## src/rtl/env_pkg.sv

```systemverilog
// Shared types and constants for the grid-world step engine: action codes,
// goal coordinates, FSM state encoding and the action-to-delta helper.
package env_pkg;

  localparam int unsigned ACTION_WIDTH    = 3;
  localparam int unsigned DEF_COORD_WIDTH = 8;

  localparam logic [DEF_COORD_WIDTH-1:0] COORD_MAX = {DEF_COORD_WIDTH{1'b1}};
  localparam logic [DEF_COORD_WIDTH-1:0] GOAL_X    = COORD_MAX;
  localparam logic [DEF_COORD_WIDTH-1:0] GOAL_Y    = COORD_MAX;

  // Names read as the axis moves: XM = x-1, XP = x+1, YM = y-1, YP = y+1
  typedef enum logic [ACTION_WIDTH-1:0] {
    ACT_XM    = 3'd0,
    ACT_XM_YM = 3'd1,
    ACT_YM    = 3'd2,
    ACT_XP_YM = 3'd3,
    ACT_XP    = 3'd4,
    ACT_XP_YP = 3'd5,
    ACT_YP    = 3'd6,
    ACT_XM_YP = 3'd7
  } action_e;

  typedef enum logic [1:0] {
    S_IDLE = 2'd0,
    S_READ = 2'd1,
    S_WAIT = 2'd2,
    S_OUT  = 2'd3
  } state_e;

  typedef struct packed {
    logic x_inc;
    logic x_dec;
    logic y_inc;
    logic y_dec;
  } delta_t;

  function automatic delta_t action_delta(input action_e act);
    delta_t d;
    d = '0;
    case (act)
      ACT_XM:    d.x_dec = 1'b1;
      ACT_XM_YM: begin d.x_dec = 1'b1; d.y_dec = 1'b1; end
      ACT_YM:    d.y_dec = 1'b1;
      ACT_XP_YM: begin d.x_inc = 1'b1; d.y_dec = 1'b1; end
      ACT_XP:    d.x_inc = 1'b1;
      ACT_XP_YP: begin d.x_inc = 1'b1; d.y_inc = 1'b1; end
      ACT_YP:    d.y_inc = 1'b1;
      ACT_XM_YP: begin d.x_dec = 1'b1; d.y_inc = 1'b1; end
      default:   d = '0;
    endcase
    return d;
  endfunction

endpackage

```

## src/rtl/env_move.sv

```systemverilog
// Combinational move: applies an action to (x, y); a move that would leave
// the grid on either axis leaves both coordinates unchanged.
module env_move
  import env_pkg::*;
#(
  parameter int unsigned COORD_WIDTH = DEF_COORD_WIDTH
) (
  input  logic [COORD_WIDTH-1:0] i_x,
  input  logic [COORD_WIDTH-1:0] i_y,
  input  action_e                i_action,
  output logic [COORD_WIDTH-1:0] o_next_x_c,
  output logic [COORD_WIDTH-1:0] o_next_y_c,
  output logic                   o_blocked_c
);

  localparam int unsigned EW = COORD_WIDTH + 1;

  delta_t          d;
  logic [EW-1:0]   sum_x;
  logic [EW-1:0]   sum_y;

  // One guard bit per axis: it is set exactly when 0-1 or MAX+1 occurred
  always_comb begin
    d     = action_delta(i_action);
    sum_x = {1'b0, i_x};
    sum_y = {1'b0, i_y};
    if (d.x_inc)      sum_x = sum_x + EW'(1);
    else if (d.x_dec) sum_x = sum_x - EW'(1);
    if (d.y_inc)      sum_y = sum_y + EW'(1);
    else if (d.y_dec) sum_y = sum_y - EW'(1);
    o_blocked_c = sum_x[EW-1] | sum_y[EW-1];
    o_next_x_c  = o_blocked_c ? i_x : sum_x[COORD_WIDTH-1:0];
    o_next_y_c  = o_blocked_c ? i_y : sum_y[COORD_WIDTH-1:0];
  end

endmodule

```

## src/rtl/env_step.sv

```systemverilog
// Grid-world environment step: accepts (x, y, action), reads the reward table,
// returns next state, reward and goal flag. ENV_STEP_STATS_EN adds step/wall counters.
module env_step
  import env_pkg::*;
#(
  parameter int unsigned ADDR_WIDTH  = 19,
  parameter int unsigned DATA_WIDTH  = 32,
  parameter int unsigned COORD_WIDTH = 8
) (
  input  logic                   i_clk,
  input  logic                   i_rst_n,
  input  logic                   i_valid,
  output logic                   o_ready,
  input  logic [COORD_WIDTH-1:0] i_x,
  input  logic [COORD_WIDTH-1:0] i_y,
  input  logic [2:0]             i_action,
  output logic [ADDR_WIDTH-1:0]  o_r_addr,
  output logic                   o_r_read,
  input  logic [DATA_WIDTH-1:0]  i_r_data,
  output logic                   o_valid,
  input  logic                   i_ready,
  output logic [COORD_WIDTH-1:0] o_next_x,
  output logic [COORD_WIDTH-1:0] o_next_y,
  output logic [DATA_WIDTH-1:0]  o_reward,
  output logic                   o_done
`ifdef ENV_STEP_STATS_EN
  ,
  output logic [31:0]            o_step_cnt,
  output logic [31:0]            o_wall_cnt
`endif
);

  localparam logic [COORD_WIDTH-1:0] CMAX = {COORD_WIDTH{1'b1}};

  state_e                 state_q,   state_d;
  logic [COORD_WIDTH-1:0] x_q,       x_d;
  logic [COORD_WIDTH-1:0] y_q,       y_d;
  action_e                act_q,     act_d;
  logic [ADDR_WIDTH-1:0]  addr_q,    addr_d;
  logic                   read_q,    read_d;
  logic                   valid_q,   valid_d;
  logic                   ready_q,   ready_d;
  logic [DATA_WIDTH-1:0]  reward_q,  reward_d;
  logic [COORD_WIDTH-1:0] nx_q,      nx_d;
  logic [COORD_WIDTH-1:0] ny_q,      ny_d;
  logic                   done_q,    done_d;
  logic                   blocked_q, blocked_d;

  logic [COORD_WIDTH-1:0] mv_x_c;
  logic [COORD_WIDTH-1:0] mv_y_c;
  logic                   mv_blocked_c;
  logic                   out_hs_c;

  env_move #(.COORD_WIDTH(COORD_WIDTH)) u_move (
    .i_x         (x_q),
    .i_y         (y_q),
    .i_action    (act_q),
    .o_next_x_c  (mv_x_c),
    .o_next_y_c  (mv_y_c),
    .o_blocked_c (mv_blocked_c)
  );

  assign out_hs_c = (state_q == S_OUT) && valid_q && i_ready;

  // Next-state and registered-output logic
  always_comb begin
    state_d   = state_q;
    x_d       = x_q;
    y_d       = y_q;
    act_d     = act_q;
    addr_d    = addr_q;
    reward_d  = reward_q;
    nx_d      = nx_q;
    ny_d      = ny_q;
    done_d    = done_q;
    blocked_d = blocked_q;
    case (state_q)
      S_IDLE: begin
        if (i_valid && ready_q) begin
          x_d     = i_x;
          y_d     = i_y;
          act_d   = action_e'(i_action);
          addr_d  = ADDR_WIDTH'({i_x, i_y, i_action});
          state_d = S_READ;
        end
      end
      S_READ: state_d = S_WAIT;
      S_WAIT: begin
        reward_d  = i_r_data;
        nx_d      = mv_x_c;
        ny_d      = mv_y_c;
        done_d    = (mv_x_c == CMAX) && (mv_y_c == CMAX);
        blocked_d = mv_blocked_c;
        state_d   = S_OUT;
      end
      S_OUT: begin
        if (out_hs_c) state_d = S_IDLE;
      end
      default: state_d = S_IDLE;
    endcase
    read_d  = (state_d == S_READ);
    valid_d = (state_d == S_OUT);
    ready_d = (state_d == S_IDLE);
  end

  always_ff @(posedge i_clk) begin
    if (!i_rst_n) begin
      state_q   <= S_IDLE;
      x_q       <= '0;
      y_q       <= '0;
      act_q     <= ACT_XM;
      addr_q    <= '0;
      read_q    <= 1'b0;
      valid_q   <= 1'b0;
      ready_q   <= 1'b1;
      reward_q  <= '0;
      nx_q      <= '0;
      ny_q      <= '0;
      done_q    <= 1'b0;
      blocked_q <= 1'b0;
    end else begin
      state_q   <= state_d;
      x_q       <= x_d;
      y_q       <= y_d;
      act_q     <= act_d;
      addr_q    <= addr_d;
      read_q    <= read_d;
      valid_q   <= valid_d;
      ready_q   <= ready_d;
      reward_q  <= reward_d;
      nx_q      <= nx_d;
      ny_q      <= ny_d;
      done_q    <= done_d;
      blocked_q <= blocked_d;
    end
  end

  assign o_ready  = ready_q;
  assign o_r_addr = addr_q;
  assign o_r_read = read_q;
  assign o_valid  = valid_q;
  assign o_next_x = nx_q;
  assign o_next_y = ny_q;
  assign o_reward = reward_q;
  assign o_done   = done_q;

`ifdef ENV_STEP_STATS_EN
  logic [31:0] step_cnt_q, step_cnt_d;
  logic [31:0] wall_cnt_q, wall_cnt_d;

  // Saturating counters, bumped only on an accepted result
  always_comb begin
    step_cnt_d = step_cnt_q;
    wall_cnt_d = wall_cnt_q;
    if (out_hs_c) begin
      if (step_cnt_q != '1) step_cnt_d = step_cnt_q + 32'd1;
      if (blocked_q && (wall_cnt_q != '1)) wall_cnt_d = wall_cnt_q + 32'd1;
    end
  end

  always_ff @(posedge i_clk) begin
    if (!i_rst_n) begin
      step_cnt_q <= '0;
      wall_cnt_q <= '0;
    end else begin
      step_cnt_q <= step_cnt_d;
      wall_cnt_q <= wall_cnt_d;
    end
  end

  assign o_step_cnt = step_cnt_q;
  assign o_wall_cnt = wall_cnt_q;
`endif

endmodule

```

## config.mk

```make
export PLATFORM = sky130hd
export DESIGN_NAME = env_step
export DESIGN_NICKNAME = d
export VERILOG_FILES = /design/src/rtl/env_pkg.sv /design/src/rtl/env_move.sv /design/src/rtl/env_step.sv
export SDC_FILE = /design/constraint.sdc
export NUM_CORES = 1
export LEC_CHECK = 0
export CAP_MARGIN = 20
export CORE_AREA = 2 2 105 77
export CTS_CLUSTER_SIZE = 16
export DETAILED_ROUTE_END_ITERATION = 8
export DIE_AREA = 0 0 107 79
export PLACE_DENSITY = 0.95
export SLEW_MARGIN = 40
export SYNTH_ARGS = -nofsm -noshare
export SYNTH_HDL_FRONTEND = slang
export SYNTH_SLANG_ARGS = --single-unit
```

## constraint.sdc

```tcl
create_clock -name i_clk -period 4.7 [get_ports i_clk]
set_clock_uncertainty 0.05 [all_clocks]
set_input_delay 0.705 -clock i_clk [delete_from_list [all_inputs] [get_ports i_clk]]
set_output_delay 0.705 -clock i_clk [all_outputs]
set_load 0.005 [all_outputs]
```

==> summary.md, run 1 <==
| Metric | Value |
|---|---|
| Post-synthesis cell area | 3536 um^2 |
| Max IR drop VDD | 0.2710 mV |
| Max Cap Viol | 0 |
| Fin. Hold Viols | 0 |
| Setup violators final | 0 |
| CP endpoint kind | register |
| Final Slew Violations | 0 |
| #FFs+latches synth | 73 |
| Worst setup path class | reg -> reg |
| Placer Congestion | 0.9332 |
| Startpoint Class | register |
| First-pass GRT wire length | 16010 um |
| Nets | 613 |
| Number of global-route vias before repair | 3262 |
| Area Growth Syn to Fin | 40.59% |
| Clock Sinks | 73 |
| Area leader, netlist | dfxtp_1 |
| Die Ht | 79 um |
| # DRC | 0 |
| Syn. warnings | 0 |
| Power share of the clock group | 23.7% |
| Seq/Total Area, Yosys | 41.33% |
| Setup bufs post-CTS | 0 |
| Main synth FF type | dfxtp_1 |
| Combinational power share | 39.1% |
| Place WS | 1471 ps |
| Antenna violations before repair | 0 |
| Share of cells above drive strength 1 | 6.261% |
| Hold-fix buffers, CTS | 0 |
| FFs w/ async S/R, synth | 0% |
| Synth top area share | 41.33% |
| TritonCTS clock tree | built |
| Starting density of the core | 46.94% |
| Switching share of total power | 36.76% |
| Static Leak | 1.741 nW |
| Synth Area per Inst | 7.840 um^2 |
| Unrepaired setup endpoints after global routing | no |
| Max Root-Sink Buffers | 2 |
| Die span in x | 107 um |
| CTS resizes | 0 |
| Min-delay worst type | reg -> reg |
| Std-Cell Rows | 27 |
| Total internal power | 1.365 mW |
| Post-Synthesis Cells | 451 |
| H-tree lvl count | 3 |
| Routed WL | 10040 um |
| Largest net degree at the start of global routing | 71 |
| Drt via density | 5.291 |
| Worst path required time | 4940 ps |
| All-Layer GR Usage | 23.78% |
| Synth cell types | 58 |
| Overflow after GRT | 0 |
| Worst EP arrival | 3510 ps |
| Minimum clock period | 3270 ps |
| Seq pwr share | 37.2% |
| Clock Latency Late Sink | 360 ps |
| Die area | 8453 um^2 |
| DPL Wire Length | 7287 um |
| Post-synth EDFFs | 0 |
| Slew HR | 48.92% |
| Root Buffer | clkbuf_8 |
| Worst Max-Slew Pin Slew | 766.2 ps |
| Antenna cells | 0 |
| Outcome | finished clean |
| Clock slew at reported path FFs | 80 ps |
| Setup TNS Final | 0 ps |
| Buffers added on ports | 125 |
| Cell area power density | 434.3 nW/um^2 |
| Iteration-0 DRC Markers | 247 |
| NetSw | 793.5 uW |
| Final worst setup slack | 1430 ps |
| DR pass1 iterations | 5 |
| Core footprint | 7533 um^2 |
| Number of CTS-inserted buffers | 9 |
| Critical path peak fanout | 15 |
| Avg WL per Cell | 15.21 um |
| Maximum clock rate | 0.3059 GHz |
| Residual antenna-violating net count after detailed routing | 0 |
| Boundary Pins | 126 |
| Ranking of synthesized cells by area | dfxtp_1 (41%), nand2_1 (13%), a21oi_1 (8.8%), a211oi_1 (3.4%), nor2_1 (3.3%) |
| Vias | 3492 |
| Mapped Nets | 510 |
| Period utilization | 69.57% |
## final cells by class
cell class | instances | area, um^2
clock inverter | 7 | 77.57
timing repair buffer | 126 | 1259
multi-input combinational | 336 | 1891
clock buffer | 9 | 123.9
inverter | 8 | 32.53
tap | 101 | 126.4
sequential | 73 | 1461
fill | 636 | 2562
## state kept, by name, summed over array words and instances (netlist names)
| signal | cells |
|---|---|
| o_r_read | 1 |
| y_q | 7 |
| o_r_addr | 2 |
| o_ready | 1 |
| o_done | 1 |
| o_valid | 1 |
| state_q | 2 |
| o_next_x | 8 |
| o_next_y | 8 |
| x_q | 8 |
| act_q | 2 |
| o_reward | 32 |
## routing by layer
metal,wire length (um),vias up,track usage (%)
met5,0,-,0
met4,182,0,5.974
met3,891,15,8.867
met2,4569,149,37.64
met1,4394,1593,30.80
li1,-,1735,-
## cells by family (layout without fill, tap and decap cells)
group                      after synthesis  count (layout)  synth area share (%)
AOI/OAI and AO/OA                      103             103                 19.11
xor gates and xnor gates                19              19                 4.919
adders and majority gates                4               4                 1.415
buffers and inverters                   42             150                 5.626
DFF                                     73              73                 41.33
muxes                                    6               6                 1.699
and+or+nand+nor                        204             204                 25.90
## per-stage QoR
stage / util (%) / std cells / total power, mW / area (um^2) / hold WS, ps
floorplan: - / 451 / 1.351 / 3536 / 402.7
global placement: 63.18 / 644 / 1.623 / 4760 / 391.2
detailed placement: 63.25 / 644 / 1.650 / 4765 / 395.5
CTS: 65.92 / 660 / 2.160 / 4966 / 406.3
global route: 65.99 / 660 / 2.283 / 4971 / 417.9
finish: 65.99 / 660 / 2.159 / 4971 / 405.4
## power groups by stage
stage | Sequential, mW | Clock [mW] | Combinational (mW)
2_1_floorplan | 0.782 | 0 | 0.569
3_3_place_gp | 0.808 | 0 | 0.814
3_5_place_dp | 0.815 | 0 | 0.835
4_1_cts | 0.802 | 0.517 | 0.841
5_1_grt | 0.819 | 0.542 | 0.922
6_report | 0.804 | 0.511 | 0.844
## worst max-delay path: stages (launching register included)
cell and delay (ps):
dfxtp_1 380, inv_1 150, ha_1 190, or4b_1 480, nor4_2 290, o2bb2ai_2 250
or2_1 500, nor2_2 90, xnor2_1 150, or4_1 540, o21ai_2 130
## cell usage in the layout (no fill, tap or decap), types with 5 or more instances in the layout
| cell | Yosys | layout |
|---|---|---|
| clkdlybuf4s50_1 | 0 | 125 |
| nand2_1 | 122 | 122 |
| dfxtp_1 | 73 | 73 |
| a21oi_1 | 62 | 62 |
| nor2_1 | 31 | 30 |
| a211oi_1 | 16 | 16 |
| xnor2_1 | 13 | 13 |
| nand3_1 | 10 | 9 |
| clkbuf_8 | 0 | 9 |
| inv_1 | 7 | 7 |
| nor3_1 | 6 | 6 |
| mux2i_1 | 6 | 6 |
| nor2b_1 | 5 | 5 |
| xor2_1 | 5 | 5 |
## synth_stat cells (2+ instances only)
cell type	number
nor2_1	31
a31oi_1	2
dfxtp_1	73
nor4_1	2
buf_2	3
xnor2_1	13
inv_1	7
nor2b_1	5
o21ai_2	2
mux2i_1	6
and4_1	2
clkbuf_1	25
a2111oi_4	2
a21oi_1	62
and3_1	3
o22ai_1	3
nand2_1	122
nand3_1	10
o31ai_1	2
nor2_2	2
or3_1	2
nand2b_1	3
xor2_1	5
a211oi_1	16
ha_1	4
or4_1	2
o21ai_0	2
nor3_1	6
a32oi_1	2
buf_6	3
or2_1	2
## path summary, 6_finish.rpt
| path | cells after the start | to | from | slack, ps |
|---|---|---|---|---|
| hold / removal | 2 | o_next_x[0] | o_next_x[0] | 410 |
| setup reg to reg | 10 | o_done | y_q[0] | 1430 |
| hold reg to reg | 2 | o_next_x[0] | o_next_x[0] | 410 |
| setup / recovery | 10 | o_done | y_q[0] | 1430 |
Power figures use the tool's default switching activity.
==> inputs of run 2 (changes only) <==
--- a/config.mk
+++ b/config.mk
@@ -6,11 +6,11 @@
 export NUM_CORES = 1
 export LEC_CHECK = 0
 export CAP_MARGIN = 20
-export CORE_AREA = 2 2 105 77
+export CORE_AREA = 2 2 109 80
 export CTS_CLUSTER_SIZE = 16
 export DETAILED_ROUTE_END_ITERATION = 8
-export DIE_AREA = 0 0 107 79
-export PLACE_DENSITY = 0.95
+export DIE_AREA = 0 0 111 82
+export PLACE_DENSITY = 0.9
 export SLEW_MARGIN = 40
 export SYNTH_ARGS = -nofsm -noshare
 export SYNTH_HDL_FRONTEND = slang
==> constraint.sdc (replaced) <==
create_clock -name i_clk -period 3.3 [get_ports i_clk]
set_clock_uncertainty 0.05 [all_clocks]
set_input_delay 0.495 -clock i_clk [delete_from_list [all_inputs] [get_ports i_clk]]
set_output_delay 0.495 -clock i_clk [all_outputs]
set_load 0.005 [all_outputs]
==> run 2 against run 1 <==
Against the previous run:
- combinational power rose by 47%
- largest cell class unchanged
- count of clock-buffer cells in the layout unchanged
- utilization down 2.7 points
==> summary.md, run 2 (same netlist as run 1, synthesis figures left out) <==
| Metric | Value |
|---|---|
| Most frequent cells in the layout | clkdlybuf4s50_1 (125), nand2_1 (122), dfxtp_1 (73) |
| Most common cell after layout, fill and taps aside | clkdlybuf4s50_1 |
| Final Slew Violations | 0 |
| Overflow after GRT | 0 |
| Largest net degree at the start of global routing | 44 |
| Total internal power | 2.141 mW |
| Worst path required time | 3510 ps |
| First-pass GRT wire length | 16300 um |
| Min-delay worst type | reg -> reg |
| Seq pwr share | 34.2% |
| Number of global-route vias before repair | 3375 |
| Worst EP arrival | 3260 ps |
| Fin. Hold Viols | 0 |
| Buffers added on ports | 125 |
| Maximum clock rate | 0.3282 GHz |
| Final core utilization | 63.27% |
| Total Power | 3.324 mW |
| Avg WL per Cell | 15.19 um |
| Clock Sinks | 73 |
| Std-Cell Rows | 28 |
| Switching share of total power | 35.58% |
| Residual antenna-violating net count after detailed routing | 0 |
| Clock slew at reported path FFs | 70 ps |
| Outcome | finished clean |
| Number of flip-flops in the largest register | 32 |
| Iteration-0 DRC Markers | 184 |
| Power share of the clock group | 28.6% |
| Combinational power share | 37.3% |
| Die area | 9102 um^2 |
| Share of cells above drive strength 1 | 7.080% |
| Max Cap Viol | 0 |
| Routed WL | 10180 um |
| Drt via density | 5.270 |
| Die Ht | 82 um |
| Hold-fix buffers, CTS | 0 |
| DPL Wire Length | 7689 um |
| DR pass1 iterations | 6 |
| # DRC | 0 |
| Worst Max-Slew Pin Slew | 743.7 ps |
| Antenna violations before repair | 0 |
| Hold path depth | 2 |
| H-tree lvl count | 3 |
| Setup TNS Final | 0 ps |
| Slew HR | 50.35% |
| Nets | 619 |
| Clock Latency Late Sink | 330 ps |
| Die span in x | 111 um |
| Layout fillers | 705 |
| Vias | 3531 |
| Minimum clock period | 3047 ps |
| Max IR drop VDD | 0.4082 mV |
| CTS resizes | 0 |
| R2R depth | 11 |
| Hold slack | 403.7 ps |
| Unrepaired setup endpoints after global routing | no |
| NetSw | 1.183 mW |
| Starting density of the core | 43.69% |
| Static Leak | 1.818 nW |
| Root Buffer | clkbuf_16 |
| TritonCTS clock tree | built |
| Placer Congestion | 0.9385 |
| Boundary Pins | 126 |
| Setup bufs post-CTS | 0 |
| Antenna cells | 0 |
| Worst setup path class | reg -> reg |
| Core footprint | 8093 um^2 |
| Setup violators final | 0 |
| Area Growth Syn to Fin | 44.80% |
| Max Root-Sink Buffers | 2 |
| Cell area power density | 649.2 nW/um^2 |
| CP endpoint kind | register |
| Startpoint Class | register |
| Number of CTS-inserted buffers | 9 |
| Critical path peak fanout | 11 |
| Period utilization | 92.33% |
| All-Layer GR Usage | 22.37% |
==> run 2: critical path, cell delays in order, from the launching register on <==
cell	delay, ps
dfxtp_1	380
inv_1	140
ha_1	170
or4b_1	490
nor4_2	320
o2bb2ai_2	240
or2_1	270
buf_4	220
o21ai_2	100
a2111oi_4	360
nand3_1	130
o21ai_2	120
==> run 2: routing by layer <==
| layer | vias to the layer above | global-route usage [%] | part of all wire [%] |
|---|---|---|---|
| met3 | 17 | 7.675 | 9.0 |
| met4 | 0 | 7.500 | 1.3 |
| met1 | 1617 | 28.69 | 45 |
| met2 | 149 | 35.71 | 45 |
| met5 | - | 0 | 0 |
| li1 | 1748 | - | - |
==> run 2: layout make-up <==
type | instances | area (um^2) | area share, %
multi-input cells | 336 | 1888 | 36.88
repair buffers | 132 | 1316 | 25.71
clock buffers | 9 | 225.2 | 4.399
inverters | 8 | 30.03 | 0.5865
well taps | 105 | 131.4 | 2.566
clock inverters | 7 | 67.56 | 1.320
flip-flops and latches | 73 | 1461 | 28.54
==> run 2: power groups by stage <==
stage               registers (mW)  clock network [mW]  logic, mW
floorplan                     1.11                   0      0.810
global placement              1.14                   0       1.20
detailed placement            1.15                   0       1.22
CTS                           1.13               0.967       1.23
global route                  1.15                1.01       1.36
finish                        1.14               0.949       1.24
==> run 2: per-stage QoR <==
stage               setup WS, ps  std cells  area [um^2]
finish                     253.2        670         5120
global route               70.70        670         5120
detailed placement         326.0        654         4822
CTS                        296.6        670         5115
global placement           444.5        654         4822
floorplan                  507.5        451         3536
==> run 2: path summary, 6_finish.rpt <==
kind | from | slack (ps) | end
max | y_q[0] | 250 | o_done
min | o_reward[7] | 400 | o_reward[7]
max reg2reg | y_q[0] | 250 | o_done
min reg2reg | o_reward[7] | 400 | o_reward[7]
